`src/rtl/std_bypass_responder.sv`:
```
// std_bypass_responder: single-outstanding uncached request responder with alignment check and timeout
module std_bypass_responder #(
  parameter int AddrWidth     = 64,
  parameter int DataWidth     = 64,
  parameter int IdWidth       = 4,
  parameter int TimeoutCycles = 256
) (
  input  logic                   clk_i,
  input  logic                   rst_ni,
  input  logic                   req_i,
  input  logic [IdWidth-1:0]     req_id_i,
  input  logic [AddrWidth-1:0]   req_addr_i,
  input  logic                   req_we_i,
  input  logic [DataWidth-1:0]   req_wdata_i,
  input  logic [DataWidth/8-1:0] req_be_i,
  input  logic [1:0]             req_size_i,
  output logic                   rsp_gnt_o,
  output logic                   rsp_valid_o,
  output logic [DataWidth-1:0]   rsp_rdata_o,
  output logic [IdWidth-1:0]     rsp_id_o,
  output logic                   rsp_err_o,
  output logic                   mem_req_o,
  input  logic                   mem_gnt_i,
  output logic [AddrWidth-1:0]   mem_addr_o,
  output logic                   mem_we_o,
  output logic [DataWidth/8-1:0] mem_be_o,
  output logic [DataWidth-1:0]   mem_wdata_o,
  input  logic                   mem_rvalid_i,
  input  logic [DataWidth-1:0]   mem_rdata_i,
  input  logic                   mem_err_i,
  output logic                   busy_o
);
  localparam int CW = $clog2(TimeoutCycles);
  typedef enum logic [2:0] {IDLE, MEM_REQ, MEM_WAIT, RESP, DRAIN} state_t;
  state_t state, nstate;
  logic [CW-1:0] cnt;
  logic drain;
  logic [IdWidth-1:0] id_q;
  logic [AddrWidth-4:0] addr_q;
  logic we_q;
  logic [DataWidth-1:0] wdata_q, rdata_q;
  logic [DataWidth/8-1:0] be_q;
  logic err_q;
  logic mis, tmo;
  assign mis = (req_size_i == 2'd1 && req_addr_i[0]) ||
               (req_size_i == 2'd2 && req_addr_i[1:0] != 2'b0) ||
               (req_size_i == 2'd3 && req_addr_i[2:0] != 3'b0);
  assign tmo = cnt == CW'(TimeoutCycles - 1);
  assign rsp_gnt_o   = state == IDLE && req_i;
  assign rsp_valid_o = state == RESP;
  assign rsp_rdata_o = rsp_valid_o ? rdata_q : '0;
  assign rsp_id_o    = rsp_valid_o ? id_q : '0;
  assign rsp_err_o   = rsp_valid_o && err_q;
  assign mem_req_o   = state == MEM_REQ;
  assign mem_addr_o  = mem_req_o ? {addr_q, 3'b0} : '0;
  assign mem_we_o    = mem_req_o && we_q;
  assign mem_be_o    = mem_req_o ? be_q : '0;
  assign mem_wdata_o = mem_req_o ? wdata_q : '0;
  assign busy_o      = state != IDLE;
  // state register
  always_ff @(posedge clk_i or negedge rst_ni)
    if (!rst_ni) state <= IDLE;
    else state <= nstate;
  // next-state: misaligned requests skip memory, a timeout forces a drain of the late response
  always_comb begin
    nstate = state;
    unique case (state)
      IDLE:     if (req_i) nstate = mis ? RESP : MEM_REQ;
      MEM_REQ:  if (mem_gnt_i) nstate = MEM_WAIT;
      MEM_WAIT: if (mem_rvalid_i || tmo) nstate = RESP;
      RESP:     nstate = drain ? DRAIN : IDLE;
      DRAIN:    if (mem_rvalid_i) nstate = IDLE;
      default:  nstate = IDLE;
    endcase
  end
  // request latch, timeout counter and response capture
  always_ff @(posedge clk_i or negedge rst_ni)
    if (!rst_ni) begin
      cnt <= '0;
      drain <= 1'b0;
      id_q <= '0;
      addr_q <= '0;
      we_q <= 1'b0;
      wdata_q <= '0;
      be_q <= '0;
      rdata_q <= '0;
      err_q <= 1'b0;
    end else begin
      if (state == IDLE && req_i) begin
        id_q <= req_id_i;
        addr_q <= req_addr_i[AddrWidth-1:3];
        we_q <= req_we_i;
        wdata_q <= req_wdata_i;
        be_q <= req_be_i;
        rdata_q <= '0;
        err_q <= mis;
      end
      if (state == MEM_REQ && mem_gnt_i) cnt <= '0;
      if (state == MEM_WAIT) begin
        if (mem_rvalid_i) begin
          rdata_q <= we_q ? '0 : mem_rdata_i;
          err_q <= mem_err_i;
        end else if (tmo) begin
          rdata_q <= '0;
          err_q <= 1'b1;
          drain <= 1'b1;
        end else cnt <= cnt + 1'b1;
      end
      if (state == DRAIN && mem_rvalid_i) drain <= 1'b0;
    end
endmodule

```
`config.mk`:
```
export PLATFORM = sky130hd
export DESIGN_NAME = std_bypass_responder
export DESIGN_NICKNAME = d
export VERILOG_FILES = /design/src/rtl/std_bypass_responder.sv
export SDC_FILE = /design/constraint.sdc
export NUM_CORES = 1
export LEC_CHECK = 0
export BUFFER_PORTS_ARGS = -buffer_cell sky130_fd_sc_hd__buf_4
export CELL_PAD_IN_SITES_DETAIL_PLACEMENT = 2
export CELL_PAD_IN_SITES_GLOBAL_PLACEMENT = 2
export CORE_MARGIN = 10
export CORE_UTILIZATION = 26
export DETAILED_ROUTE_END_ITERATION = 6
export GPL_TIMING_DRIVEN = 0
export PLACE_DENSITY_LB_ADDON = 0.1
export SLEW_MARGIN = 20
export SYNTH_ARGS = -nofsm -noshare
export SYNTH_HDL_FRONTEND = slang
export SYNTH_SLANG_ARGS = --single-unit
```
`constraint.sdc`:
```
create_clock -name clk_i -period 2.1 [get_ports clk_i]
set_clock_uncertainty 0.2 [all_clocks]
set_input_delay 0.105 -clock clk_i [delete_from_list [all_inputs] [get_ports clk_i]]
set_output_delay 0.105 -clock clk_i [all_outputs]
set_load 0.01 [all_outputs]
```
# After elaboration in Yosys (flattened, before gate mapping)
# Index checks and enable logic that the tools add are counted.
[word_totals] out_inout_bits=210 in_bits=213 regBits=215 word_cells=72
[classes] n_addsub=1 n_eq_ne=13 reduce_logical=19 mux=29
[ops] op="$mux W64" n=8
[ops] op="$mux W8" n=5
[ops] op="$mux W3" n=5
[ops] op="$pmux W3 S5" n=1
[ops] op="$add A8 B1 Y8 const B" n=1
[ops] op="$eq A8 B8 Y1 const B" n=1
[ops] op="$logic_and A1 B1 Y1" n=8
[ops] op="$mux W1" n=8
[ops] op="$eq A3 B2 Y1 const B" n=2
[ops] op="$ne A2 B2 Y1 const B" n=3
[ops] op="$reduce_bool A2 Y1" n=3
[ops] op="$reduce_bool A3 Y1" n=2
[ops] op="$eq A2 B2 Y1 const B" n=2
[ops] op="$mux W4" n=1
[ops] op="$ne A2 B1 Y1 const B" n=2
[ops] op="$reduce_and A4 Y1" n=1
[ops] op="$eq A3 B1 Y1 const B" n=1
[ops] op="$eq A3 B3 Y1 const B" n=1
[ops] op="$logic_not A3 Y1" n=1
[ops] op="$logic_or A1 B1 Y1" n=3
[ops] op="$reduce_and A3 Y1" n=1
[ops] op="$eq A2 B1 Y1 const B" n=1
[ops] op="$mux W2" n=1

# Longest topological paths before layout
[logic_depth] word_depth=8 ltp_mapped=8 mapped_depth_nobuf=5

# Worst setup path before layout
# OpenSTA, ideal clock, no wires.
[synth_path] kind="reg2reg" from="register state[0]" to="register addr_q[0]" period_less_slack_ns=2.067 n_path_buf=3 slack_ns=0.033 arrival_time_ns=1.742 path_stages_with_launch=7 cell_sequence="dfrtp_1 > buf_2 > or3_1 > nor2_4 > buf_4 > buf_4 > mux2_2"
[synth_via] elab_chain_len=2
[synth_rtl] item="start, declared" line_no="35" text="state_t state, nstate;"
[synth_rtl] item="start signal, assigned" line_no="63" text="else state <= nstate;"
[synth_rtl] item="$logic_not A3 Y1" line_no="89" text="if (state == IDLE && req_i) begin"
[synth_rtl] item="$logic_and A1 B1 Y1" line_no="89"
[synth_rtl] item="end signal, assigned" line_no="91" text="addr_q <= req_addr_i[AddrWidth-1:3];"
[synth_rtl] item="end, declared" line_no="39" text="logic [AddrWidth-4:0] addr_q;"
# No other way between the ends.
# A chain may end at the register's enable or synchronous reset.

# Worst setup path in the final report
[layout_path] from="register state[0]" to="output mem_wdata_o[59]"
[layout_via] elab_chain_len=2
[layout_rtl] item="$eq A3 B1 Y1" line_no="54" text="assign mem_req_o = state == MEM_REQ;"
[layout_rtl] item="$mux W64" line_no="58" text="assign mem_wdata_o = mem_req_o ? wdata_q : '0;"
[layout_rtl] item="end, declared" line_no="27" text="output logic [DataWidth-1:0] mem_wdata_o,"
# No other way between the ends.

==> qor.yml <==
placed_design:
  dp_cells: 1637
  place_area_um2: 13300
  portBuffers: 419
  place_hpwl_um: 30300
  globalplace.congestion: 0.733
  place_ws_ns: -0.450
cts:
  clockBufferDepth: 3
  cts_root_buf: "clkbuf_16"
  clk_pin_slew_ns: 0.06
  cts_buffers: 28
  cts.sink_count: 215
  cts_tree: "done"
  insertion_delay_ns: 0.54
  htree_levels: 1
critical_path:
  cp-end-kind: "output port"
  cp_slowest_cell: "dfrtp_1"
  slowest_delay_ns: 0.38
  worstPathMaxFanout: 6
  cpLargestDelayFamily: "buffers and inverters"
  required_ns: 1.79
  worst_ep_arrival_time_ns: 2.06
  crit_chain: "buf_6 -> nor3b_4 -> buf_12 -> clkbuf_16 -> clkbuf_16 -> and2_4 -> buf_6"
  startpoint_type: "flop"
  reg2reg_slack_ns: -0.18
  critPathKind: "reg -> out"
  critPathBufInv: 5
yosys:
  ys.warnings.count: 0
  synth_area_um2: 9510
  syn_area_per_cell_um2: 12.6
  postSynthCellCount: 753
  ys_types: 38
  ys_seq_area_frac: 0.566
  ys_ff_latch: 215
die:
  start_util: 0.265
  core-area_um2: 35800
  rows: 69
  dieArea_um2: 44600
  dieWidth_um: 211
  fp.dieH_um: 211
  io_pins: 423
sta:
  timing.hold.ws_ns: -0.0287
  worst_pin_slew_ns: 0.676
  max_slew_margin: 0.549
  min_period_ns: 2.37
  hold_violations: 31
  fmax_ghz: 0.422
  finalSetupTns_ns: -59.67
  period_share: 1.13
  drv_slew: 0
  setup_slack_ns: -0.269
  finalSetupViolCount: 402
  rsz0062_at_grt: "true"
routing:
  num_vias: 9109
  avgViaCountPerCell: 4.61
  ant_nets: 0
  drt-initial-drc-count: 313
  wire_per_inst_um: 27.7
  drc: 0
  routed_wirelength_um: 54700
  drtPass1Iterations: 4
power:
  power_density_nw_per_um2: 1290
  peakVddDrop_uv: 780
  total_power_mw: 25.1
  p_leak_nw: 9.38
worst_hold_path:
  min_path_type: "in -> async"
cells_and_area:
  fillerInstances: 3332
  layout_common_cells: "buf_4 (326), dfrtp_1 (214), dlygate4sd3_1 (207), buf_6 (137), mux2_4 (117)"
  stdcell_count: 1975
  multi_input_area_um2: 4630
  design_area_um2: 19400
  fin_util: 0.541
  seq_area_um2: 5380
  layout-drive-gt1-share: 0.576
  area_delta_synth_final_pct: 104
  final_common_cell: "buf_4"
  final_nets: 1700
global_routing:
  antenna_found_initial: 6
  grt_max_degree: 81
  grt_pass1_vias: 10400
  grt_use_total: 0.201
  overflow: 0
  grt_pass1_wl_um: 69200
flow_run:
  drv_cap: 0
status:
  violations: "negative hold slack, negative setup slack"
  status: "finished with violations"
-- per-layer routing --
metal | up-vias | part of all wire | track usage
met5 | - | 0 | 0
met1 | 4675 | 0.37 | 0.223
met3 | 81 | 0.071 | 0.0639
met2 | 301 | 0.53 | 0.362
li1 | 4052 | - | -
met4 | 0 | 0.028 | 0.0552
-- where the power goes --
| part | switching, mW | internal [mW] |
|---|---|---|
| Combinational | 5.04 | 7.90 |
| Sequential | 1.21 | 5.91 |
| Clock | 2.04 | 3.01 |
-- Yosys cell counts --
| master | count | area [um2] |
|---|---|---|
| mux2_2 | 138 | 1550 |
| dfrtp_1 | 215 | 5380 |
| and4_1 | 1 | 8.76 |
| a21o_1 | 2 | 15.0 |
| o22ai_1 | 1 | 6.26 |
| nand3_1 | 7 | 35.0 |
| nor3_1 | 1 | 5.00 |
| and2_1 | 203 | 1270 |
| nor2_1 | 2 | 7.51 |
| or4b_1 | 1 | 10.0 |
| buf_6 | 2 | 22.5 |
| o211ai_1 | 3 | 22.5 |
| a221oi_1 | 1 | 8.76 |
| buf_4 | 13 | 97.6 |
| nor3b_1 | 2 | 15.0 |
| a21oi_1 | 5 | 25.0 |
| nand2b_1 | 3 | 18.8 |
| nor4_1 | 1 | 6.26 |
| a31o_2 | 1 | 8.76 |
| o21ai_0 | 8 | 40.0 |
| o41ai_1 | 1 | 8.76 |
| nor2_2 | 1 | 6.26 |
| xor2_1 | 2 | 17.5 |
| inv_1 | 6 | 22.5 |
| or3_1 | 2 | 12.5 |
| a211oi_1 | 1 | 7.51 |
| ha_1 | 1 | 12.5 |
| mux2i_1 | 1 | 10.0 |
| and3_1 | 3 | 18.8 |
| conb_1 | 1 | 3.75 |
| buf_2 | 19 | 95.1 |
| or4_1 | 1 | 7.51 |
| a31oi_1 | 2 | 12.5 |
| nor2_4 | 1 | 11.3 |
| clkbuf_1 | 25 | 93.8 |
| nand2_1 | 11 | 41.3 |
| a22o_1 | 64 | 561 |
| o211ai_2 | 1 | 12.5 |
-- area by class of cell --
class / count / area share
clock inverter: 11 / 0.00574
tap: 461 / 0.0297
clock buffer: 41 / 0.0434
sequential: 215 / 0.278
inverter: 6 / 0.00116
timing repair buffer: 703 / 0.355
multi-input combinational: 476 / 0.239
antenna: 6 / 0.000774
buffer: 56 / 0.0480
-- kinds of logic after synthesis --
family / after synthesis / synth area share
adders and majority gates: 1 / 0.00132
xor gates and xnor gates: 2 / 0.00184
other: 1 / 0.000394
DFF: 215 / 0.566
buffers and inverters: 65 / 0.0349
AOI/OAI and AO/OA: 90 / 0.0766
muxes: 139 / 0.164
and+or+nand+nor: 240 / 0.155
-- state kept, by name (all words and copies together), names as in the netlist, 3 cells and up --
name     flops
addr_q      61
be_q         8
rdata_q     64
cnt          8
id_q         4
wdata_q     64
state        3
-- final timing paths --
path,from,to,cells after the start
worst max-delay path,state[0],mem_wdata_o[59],7
worst min-delay path,rst_ni,rdata_q[57],2
worst max register to register,state[0],wdata_q[33],8
worst min register to register,rdata_q[29],rdata_q[29],1
max in group asynchronous,rst_ni,addr_q[39],4
min in group clk_i,req_addr_i[1],err_q,5
-- what timing repair did --
item	in CTS	in global routing
cloned	11	29
hold buffers	207	0
setup buffers	13	26
resized for setup	253	313
hold endpoints to repair	358	0
pin swaps	26	44
setup endpoints to repair	418	417
Note: power is estimated with default switching activity, not from simulation.
